`config.mk`:
```
export PLATFORM = sky130hd
export DESIGN_NAME = std_skid_buf
export DESIGN_NICKNAME = d
export VERILOG_FILES = /design/src/rtl/std_cells_pkg.sv /design/src/rtl/std_dffrve.sv /design/src/rtl/std_skid_buf.sv
export SDC_FILE = /design/constraint.sdc
export NUM_CORES = 1
export LEC_CHECK = 0
export ABC_AREA = 1
export CORE_ASPECT_RATIO = 1.25
export CORE_UTILIZATION = 49
export CTS_BUF_LIST = sky130_fd_sc_hd__clkbuf_8
export DETAILED_ROUTE_END_ITERATION = 8
export GPL_TIMING_DRIVEN = 0
export PLACE_DENSITY_LB_ADDON = 0.2
export RECOVER_POWER = 100
export SETUP_SLACK_MARGIN = 0.05
export SLEW_MARGIN = 20
export SYNTH_ARGS = -nofsm -noshare
export SYNTH_HDL_FRONTEND = slang
export SYNTH_SLANG_ARGS = --single-unit
export TNS_END_PERCENT = 20
```
`constraint.sdc`:
```
create_clock -name clk -period 1.3 [get_ports clk]
set_input_delay 0.325 -clock clk [delete_from_list [all_inputs] [get_ports clk]]
set_output_delay 0.325 -clock clk [all_outputs]
set_load 0.005 [all_outputs]
```
`src/rtl/std_cells_pkg.sv`:
```
// Shared types for the std_* cell library.
package std_cells_pkg;

  // Encoding is chosen so the state value doubles as the occupancy count.
  typedef enum logic [1:0] {
    EMPTY = 2'd0,
    ONE   = 2'd1,
    FULL  = 2'd2
  } skid_state_e;

endpackage : std_cells_pkg

```
`src/rtl/std_dffrve.sv`:
```
// Register with async active-low reset to a parameterised value and a load enable.
module std_dffrve #(
  parameter int unsigned       WIDTH   = 8,
  parameter logic [WIDTH-1:0]  RST_VAL = '0
) (
  input  logic             clk,
  input  logic             rstn,
  input  logic             en,
  input  logic [WIDTH-1:0] d,
  output logic [WIDTH-1:0] q
);

  logic [WIDTH-1:0] q_d;
  logic [WIDTH-1:0] q_q;

  // Load new data only when enabled, otherwise hold.
  always_comb begin
    q_d = q_q;
    if (en) q_d = d;
  end

  // Storage flop with asynchronous reset.
  always_ff @(posedge clk or negedge rstn) begin
    if (!rstn) q_q <= RST_VAL;
    else       q_q <= q_d;
  end

  assign q = q_q;

endmodule : std_dffrve

```
`src/rtl/std_skid_buf.sv`:
```
// Two-entry elastic valid/ready buffer; in_rdy and out_vld come straight from flops.
//
//   state | meaning
//   ------+------------------------------------------
//   EMPTY | no entry held, out_vld=0, in_rdy=1
//   ONE   | main valid,    out_vld=1, in_rdy=1
//   FULL  | main and skid valid, out_vld=1, in_rdy=0
module std_skid_buf
  import std_cells_pkg::*;
#(
  parameter int unsigned      WIDTH   = 8,
  parameter logic [WIDTH-1:0] RST_VAL = '0
) (
  input  logic             clk,
  input  logic             rstn,
  input  logic             flush,
  input  logic             in_vld,
  output logic             in_rdy,
  input  logic [WIDTH-1:0] in_data,
  output logic             out_vld,
  input  logic             out_rdy,
  output logic [WIDTH-1:0] out_data,
  output logic [1:0]       cnt
);

  skid_state_e      state_d;
  skid_state_e      state_q;
  logic [1:0]       state_raw;
  logic             main_en;
  logic             skid_en;
  logic [WIDTH-1:0] main_d;
  logic [WIDTH-1:0] main_q;
  logic [WIDTH-1:0] skid_q;
  logic             in_rdy_d;
  logic             in_rdy_q;
  logic             out_vld_d;
  logic             out_vld_q;
  logic             push;
  logic             pop;

  assign state_q = skid_state_e'(state_raw);
  assign push    = in_vld & in_rdy_q;
  assign pop     = out_vld_q & out_rdy;

  // Next state, register load enables and the registered handshake outputs.
  always_comb begin
    state_d = state_q;
    main_en = 1'b0;
    skid_en = 1'b0;
    main_d  = in_data;
    unique case (state_q)
      EMPTY: begin
        if (push) begin
          state_d = ONE;
          main_en = 1'b1;
        end
      end
      ONE: begin
        if (push && pop) begin
          main_en = 1'b1;
        end else if (push) begin
          state_d = FULL;
          skid_en = 1'b1;
        end else if (pop) begin
          state_d = EMPTY;
        end
      end
      FULL: begin
        if (pop) begin
          state_d = ONE;
          main_en = 1'b1;
          main_d  = skid_q;
        end
      end
      default: state_d = EMPTY;
    endcase
    // Flush drops everything stored; a concurrent pop has already been taken
    // by the consumer, and the data registers simply keep their contents.
    if (flush) begin
      state_d = EMPTY;
      main_en = 1'b0;
      skid_en = 1'b0;
    end
    in_rdy_d  = (state_d != FULL);
    out_vld_d = (state_d != EMPTY);
  end

  // Dedicated flops so neither handshake output decodes state combinationally.
  always_ff @(posedge clk or negedge rstn) begin
    if (!rstn) begin
      in_rdy_q  <= 1'b1;
      out_vld_q <= 1'b0;
    end else begin
      in_rdy_q  <= in_rdy_d;
      out_vld_q <= out_vld_d;
    end
  end

  std_dffrve #(.WIDTH(2), .RST_VAL(EMPTY)) u_state (
    .clk  (clk),
    .rstn (rstn),
    .en   (1'b1),
    .d    (state_d),
    .q    (state_raw)
  );

  std_dffrve #(.WIDTH(WIDTH), .RST_VAL(RST_VAL)) u_main (
    .clk  (clk),
    .rstn (rstn),
    .en   (main_en),
    .d    (main_d),
    .q    (main_q)
  );

  std_dffrve #(.WIDTH(WIDTH), .RST_VAL(RST_VAL)) u_skid (
    .clk  (clk),
    .rstn (rstn),
    .en   (skid_en),
    .d    (in_data),
    .q    (skid_q)
  );

  assign in_rdy   = in_rdy_q;
  assign out_vld  = out_vld_q;
  assign out_data = main_q;
  assign cnt      = state_raw;

endmodule : std_skid_buf

```
==> metrics list, run 1 <==
* Filler instances: 133
- The finished cells cover 1453 sq um.
* Share of synthesized area occupied by flip-flops and latches: 0.5134
- Cell breakdown of the critical path: dlygate4sd2_1
- Data on the critical path arrives at its endpoint at 1.05 ns.
* Avg Inst Size Synth: 7.881 sq um
- Timing would allow up to 729.3 MHz.
- Of the available clock period, the critical path in the final layout requires 1.055.
* Slowest cell on crit path: dfstp_2
- CTS tree: yes
- Post-Syn Instances: 124
- The die covers 2178 sq um.
* Final Hold Violating Endpoints: 0
* Classification of the worst-slack hold path: in2async
- In the final routed layout, each cell accounts on average for 14.02 microns.
- The tool flagged a number of max-cap violations equal to 0.
- Worst setup EP type: output port
- Share of post-route cells with drive strength above 1: 0.2711
- Across all hold checks on the routed design, the worst slack comes to 0.2485 ns.
- The repair_antennas step left the layout with diodes totalling 0.
* Starting utilization of the core area: 0.5342
- At the end of routability-driven placement, the weighted congestion stood at 0.8311.
- Tightest slew margin relative to the limit: 0.2552
- Excluding fillers, the count of instances in the completed layout stands at 185.
- Quantity of I/O buffers inserted on ports: 24
- Compound-Gate Fraction of Synth Area: 0.01921
- Commonest cells after routing, fill and taps aside: nand2_1, dfrtp_1, clkdlybuf4s50_1, dlygate4sd2_1, nand3_1
- Setup repair after global routing missed its margin: true
- Counting tap cells, the placed design contains a total of 167 instances.
- Detailed router's first-iteration violation count: 28
- The die is 51.93 microns tall.
- Using the TritonRoute via totals, the vias-per-cell ratio works out to 5.135.
- The checks that failed: setup timing.
- The first detailed-routing pass ran for 4 iterations.
* Total track usage: 0.2319
* Simple-Gate Fraction of Synth Area: 0.4405
- The clock passes through at most 2 buffers.
* Routed Wire Length: 2.594 mm
* Via count of the first global-routing pass: 879
- Placement Rows: 17
- DRC violations left: 0
* Final setup fails: 13
* Category of the critical setup timing path: reg2out
* Bufs and invs on worst path: 1
- The synthesized netlist contains 13 unique library cells.
* Largest net degree at the start of global routing: 21
* Global-route wire length before repair: 3.684 mm
- Setup WS post-layout: -0.07115 ns
- The final number of max-transition violations came to 0.
- Measured against the total synthesized area, the mux share comes to 0.
- Pwr Total: 0.002186 W
- The floorplan step set the die width to 41.94 microns.
- The area growth from synthesis to layout is 48.66%.
- In this run the remaining antenna-violating nets after routing total 0.
* Transition time at the pin with the least slew margin: 1.117 ns
* CP startpoint kind: register
* Synthesized flop and latch total: 20
- After synthesis, the largest family of logic cells by area is simple AND/OR/NAND/NOR gates.
- Data on the critical path is required at its endpoint by 0.98 ns.
* Final worst clock skew: 0.001968 ns
- The routed layout has 950 vias.
- The later pin in the worst-skew pair is clocked with a latency of 0.26 ns.
* Area after detailed placement: 1241 sq um
* Nets@finish: 180
* Library cell used as clock root buffer: clkbuf_8
- Of the total synthesized cell area, the portion taken by full adders, half adders and majority gates is 0.
* Number of I/O pins: 25
- On the worst path, the slowest cell contributes a delay of 0.55 ns.
- The flow ran to the end, but the final reports show violations.
* Post-synthesis net count: 137
- In the final layout, flip-flops and latches occupy 504.2 sq um.
- Total CTS buffers: 3
- Hpwl dp: 1.479 mm
- Footprint of the multi-input gates: 499.2 sq um
* Cell area after technology mapping: 977.2 sq um
- For the finished layout, the period the worst path requires is 1.371 ns.
* Leading cell type in the layout, fill and taps excluded: nand2_1
* CTS H-Tree Depth: 1
* Clock-pin slew reported for the worst setup and hold paths after clock tree synthesis: 0.08 ns
- For this design the static power due to leakage is 0.8019 nW.
* Total gr overflow: 0
* Power density over the cells: 1505 nW/um^2
- Initial antenna violation count: 0
* Clock tree sinks: 20
- Xor and xnor fraction of the mapped netlist area: 0
* Cell class contributing the biggest share of worst-path delay: flip-flops
* Crit Path Max Fanout: 2
- Core footprint: 1829 sq um
- Synth Warn #: 0
* Maximum vdd drop: 980.9 uV
[report_power, final]
part           switching, W  internal, W  total (W)
Sequential         0.000104     0.000823   0.000927
Clock              0.000225     0.000411   0.000637
Combinational      0.000322     0.000300   0.000622
[flip-flops by register name, summed over array words and instances, names as in the netlist]
register,cells
in_rdy,1
u_state.q,2
u_skid.q,8
out_vld,1
u_main.q,8
[path summary, 6_finish.rpt]
kind	start	end	slack, ns	cells past startpoint
worst min register to register	u_skid.q[4]$_DFFE_PN0P_	u_skid.q[4]$_DFFE_PN0P_	0.48	2
worst max register to register	in_rdy$_DFF_PN1_	out_vld$_DFF_PN0_	-0.05	6
min in group clk	u_skid.q[4]$_DFFE_PN0P_	u_skid.q[4]$_DFFE_PN0P_	0.48	2
worst max-delay path	in_rdy$_DFF_PN1_	in_rdy	-0.07	1
max in group asynchronous	rstn	u_state.q[0]$_DFF_PN0_	0.31	1
worst min-delay path	rstn	u_state.q[1]$_DFF_PN0_	0.25	1
[layout make-up]
class | count | share of cell area
sequential | 20 | 0.3471
multi-input combinational | 98 | 0.3437
timing repair buffer | 37 | 0.2222
clock buffer | 3 | 0.02842
inverter | 7 | 0.02153
clock inverter | 1 | 0.02067
tap | 19 | 0.01637
[Yosys cell counts]
master / instances / area share
nor2_2: 2 / 0.013
nand2_1: 71 / 0.27
nor2_4: 4 / 0.046
o21ai_2: 1 / 0.0090
nand2_2: 3 / 0.019
a21oi_1: 2 / 0.010
nand3_1: 10 / 0.051
inv_1: 6 / 0.023
nor2_1: 1 / 0.0038
nand2_4: 3 / 0.035
dfrtp_1: 19 / 0.49
inv_2: 1 / 0.0038
dfstp_2: 1 / 0.027
[kinds of logic after synthesis]
| family | after synthesis |
|---|---|
| buffers and inverters | 7 |
| and+or+nand+nor | 94 |
| AOI/OAI and AO/OA | 3 |
| DFF | 20 |
[metrics by stage]
stage | setup WS, ns | TNS [ns] | util
floorplan | 0.1023 | 0 | -
global placement | -0.3079 | -8.284 | 0.6785
detailed placement | -0.3211 | -9.045 | 0.6785
CTS | -0.07372 | -0.9369 | 0.7312
global route | -0.1172 | -1.694 | 0.7941
finish | -0.07115 | -0.3701 | 0.7941
[routing by layer]
layer,track usage,part of all wire,up-vias
met2,0.4115,0.55,24
met3,0.02083,0.027,8
met1,0.2703,0.39,453
met5,0,0,-
li1,-,-,465
met4,0.1398,0.028,0
[repair_timing]
item	CTS	global route
resized for setup	17	29
setup endpoints to repair	29	29
hold buffers	0	0
gates cloned	0	1
setup buffers	5	8
pin swaps	1	12
(Power assumes the default switching activity.)
==> run 2, diff against run 1 <==
--- a/config.mk
+++ b/config.mk
@@ -7,15 +7,16 @@
 export LEC_CHECK = 0
 export ABC_AREA = 1
 export CORE_ASPECT_RATIO = 1.25
-export CORE_UTILIZATION = 49
-export CTS_BUF_LIST = sky130_fd_sc_hd__clkbuf_8
+export CORE_UTILIZATION = 50
+export CTS_BUF_LIST = sky130_fd_sc_hd__clkbuf_2 sky130_fd_sc_hd__clkbuf_4 sky130_fd_sc_hd__clkbuf_8
 export DETAILED_ROUTE_END_ITERATION = 8
 export GPL_TIMING_DRIVEN = 0
 export PLACE_DENSITY_LB_ADDON = 0.2
 export RECOVER_POWER = 100
 export SETUP_SLACK_MARGIN = 0.05
-export SLEW_MARGIN = 20
+export SLEW_MARGIN = 15
 export SYNTH_ARGS = -nofsm -noshare
 export SYNTH_HDL_FRONTEND = slang
+export SYNTH_HIERARCHICAL = 1
 export SYNTH_SLANG_ARGS = --single-unit
 export TNS_END_PERCENT = 20
==> run 2 against run 1 <==
  * The flow still finishes with violations (setup timing)
  * Highest routed layer unchanged
  * Design area decreased by 1.4%
  * Clock skew decreased by 0.0014 ns
  * Non-clock buffer count increased by 2
==> metrics list, run 2 <==
- Global-route wire length before repair: 4.181 mm
- At the pin with the least slew margin, the transition time is 1.035 ns.
- The die is 42.37 microns wide.
* Hpwl dp: 1.457 mm
- The number of hold violations in the final report came to 0.
- The cell sitting at the root of the clock tree is a clkbuf_4.
- The run finished, with violations left.
* Post-Route Setup TNS: -0.5185 ns
* Static leakage power: 0.8519 nW
- Via count of the first global-routing pass: 1,001
* Highest cell delay on the worst timing path: 0.44 ns
- Synthesized flop and latch total: 20
- Clock-pin slew reported for the worst setup and hold paths after clock tree synthesis: 0.11 ns
- Yosys attributes the largest share of cell area to dfrtp_1, nand2_1, inv_1.
* Xor and xnor fraction of the mapped netlist area: 0
- Synthesized-area fraction occupied by adder cells: 0
- CTS built an H-tree with a depth of 1.
- Counting along the longest clock path gives a buffer depth of 2.
* Hold-fix buffer count after cts: 0
- Via count of the routed design: 995
* Dominant register cell in the synthesized netlist: dfrtp_1
- After synthesis, the netlist uses 13 different library cells.
- The final number of max-transition violations is 0.
- In the global route stage, overall resource usage came out at 0.2592.
- Of the cells placed in the final design, the portion with a size suffix greater than 1 is 0.3222.
* Simple-Gate Fraction of Synth Area: 0.4214
- Category of the critical setup timing path: reg2reg
* Final setup fails: 10
- nand2_1 is the most common cell in the netlist.
- The worst pin sits at a relative slew slack of 0.3101.
- DRC violations left: 0
* Leading cell types by count after synthesis: nand2_1, dfrtp_1, inv_1
* Total CTS buffers: 3
- Derived from the worst setup path, the maximum achievable clock frequency is 729.2 MHz.
- Of all nets on the critical path, the largest fanout is 8.
- TritonCTS built the clock tree.
- Entering global routing, the biggest net connects 21 pins.
- After synthesis, the share of flip-flops with an asynchronous set or reset is 1.000.
- Share of synthesized area occupied by flip-flops and latches: 0.4926
- Violations in the final reports: setup timing
- Signal arrival time at the worst endpoint: 1.58 ns
- At the later pin of the worst-skew pair, clock insertion delay measures 0.31 ns.
- Final worst clock skew: 0.0005656 ns
- Power density over the cells: 1462 nW/um^2
- Cell area after technology mapping: 1018 sq um
- Min Tclk post-route: 1.371 ns
- Cell class contributing the biggest share of worst-path delay: simple AND/OR/NAND/NOR gates
- The worst setup path is launched from a register.
* Total gr overflow: 0
* Compound-Gate Fraction of Synth Area: 0
* Synth top area share: 0.4668
- From synthesis to final layout, the design area changed by 40.66%.
- VDD sags by at most 1160 uV.
* Slowest cell on crit path: dfrtp_2
- The floorplan step defined a core boundary enclosing 1829 sq um.
* Quantity of I/O buffers inserted on ports: 24
- Number of vias per cell after detailed routing: 5.000
- Max Cap Viol: 0
- Bufs and invs on worst path: 4
- In this run the core area contains 17 standard-cell rows.
- Period utilization: 1.055
- In this run the worst hold path is classified as in2async.
- Main combinational cell family by area after synthesis: simple AND/OR/NAND/NOR gates
* Area after detailed placement: 1292 sq um
* Post-route antenna net violation count: 0
* Mux cell area share after synthesis: 0
* Data required, critical path: 1.51 ns
- Iteration count of the initial detailed-routing pass: 4
- The number of antenna violations at the first check in global routing came to 0.
* Cell taking the most area after synthesis: dfrtp_1
- Setup repair after global routing could not meet its margin everywhere.
- The critical path goes through buf_6, nor2_4, nand2_4, nand2_4, nand2_4, inv_2, buf_6, inv_8, nand2_2, nand2_1.
- Avg Inst Size Synth: 7.434 sq um
* Synth Warn #: 6
- Commonest cells after routing, fill and taps aside: nand2_1, dfrtp_1, clkdlybuf4s50_1
- Global placer's final weighted congestion: 0.8409
* Die boundary height: 52.46 microns
* DIE AREA: 2222 sq um
- STA classifies the critical path endpoint as a register.
* Routed Wire Length: 2.598 mm
- 0 antenna diodes ended up in the layout.
* Detailed router's first-iteration violation count: 34
* Setup WS post-layout: -0.07139 ns
- Counting every sink on the clock net gives 20.
- Wire per inst: 13.06 microns
- The finished cells cover 1433 sq um.
- Dominant cell type by count on the critical path: nand2_4
- Number of I/O pins: 25
* Leading cell type in the layout, fill and taps excluded: nand2_1
* Post-Syn Instances: 137
- Counting flops with a built-in enable in the synthesized netlist gives 0.
- Starting utilization of the core area: 0.5568
* Nets@finish: 194
## run 2: area by class of cell
| cell class | instances | area, sq um |
|---|---|---|
| Buffer | 2 | 22.52 |
| Clock inverter | 1 | 30.03 |
| Timing Repair Buffer | 37 | 292.8 |
| Fill cell | 136 | 396.6 |
| Multi-Input combinational cell | 102 | 462.9 |
| Tap cell | 19 | 23.77 |
| Sequential cell | 20 | 504.2 |
| Inverter | 15 | 73.82 |
| Clock buffer | 3 | 22.52 |
## run 2: repair_timing
| item | CTS | global route |
|---|---|---|
| pin swaps | 5 | 9 |
| gates resized for setup | 31 | 24 |
| endpoints found under the setup margin | 28 | 35 |
| gates cloned | 1 | 0 |
| setup buffers | 8 | 4 |
## run 2: cells by family after synthesis
family | after synthesis
buf+inv | 17
other cells | 1
flops | 20
simple gates | 99
## run 2: per-layer routing
metal / track usage / up-vias / part of all wire / wire length [microns]
met2: 0.4846 / 41 / 0.54 / 1396
met5: 0 / - / 0 / 0
met1: 0.2594 / 459 / 0.36 / 935
met4: 0.1823 / 0 / 0.044 / 115
met3: 0.03793 / 10 / 0.058 / 151
li1: - / 485 / - / -
## run 2: worst paths after layout
kind / end / cells past startpoint / slack (ns) / startpoint
worst max-delay path: u_main/q[6]$_DFFE_PN0P_ / 10 / -0.07 / u_state/q[0]$_DFFE_PN0P_
worst min-delay path: u_main/q[1]$_DFFE_PN0P_ / 1 / 0.16 / rstn
worst max register to register: u_main/q[6]$_DFFE_PN0P_ / 10 / -0.07 / u_state/q[0]$_DFFE_PN0P_
worst min register to register: u_main/q[7]$_DFFE_PN0P_ / 2 / 0.48 / u_main/q[7]$_DFFE_PN0P_
max in group asynchronous: u_state/q[1]$_DFFE_PN0P_ / 1 / 0.45 / rstn
min in group clk: u_main/q[7]$_DFFE_PN0P_ / 2 / 0.48 / u_main/q[7]$_DFFE_PN0P_
## run 2: power breakdown
part,switching (W),internal (W)
clock network,0.000198,0.000312
logic,0.000336,0.000293
registers,0.000116,0.000841
total,0.000649,0.00145
## run 2: stage by stage
stage,std cells,hold slack [ns],setup slack (ns),power (W),util
global placement,182,0.4534,-0.3554,0.001522,0.7066
floorplan,139,0.02941,0.05525,0.001251,-
detailed placement,182,0.4574,-0.3917,0.001554,0.7066
finish,199,0.1642,-0.07139,0.002095,0.7832
CTS,195,0.4808,0.004166,0.002073,0.7784
global route,199,0.2657,-0.1255,0.002223,0.7832
==> run 3, diff against run 2 <==
--- a/config.mk
+++ b/config.mk
@@ -6,6 +6,7 @@
 export NUM_CORES = 1
 export LEC_CHECK = 0
 export ABC_AREA = 1
+export ABC_CLOCK_PERIOD_IN_PS = 1300
 export CORE_ASPECT_RATIO = 1.25
 export CORE_UTILIZATION = 50
 export CTS_BUF_LIST = sky130_fd_sc_hd__clkbuf_2 sky130_fd_sc_hd__clkbuf_4 sky130_fd_sc_hd__clkbuf_8
==> results of run 3 <==
No change in the layout: final DEF, timing and power equal those of run 2.
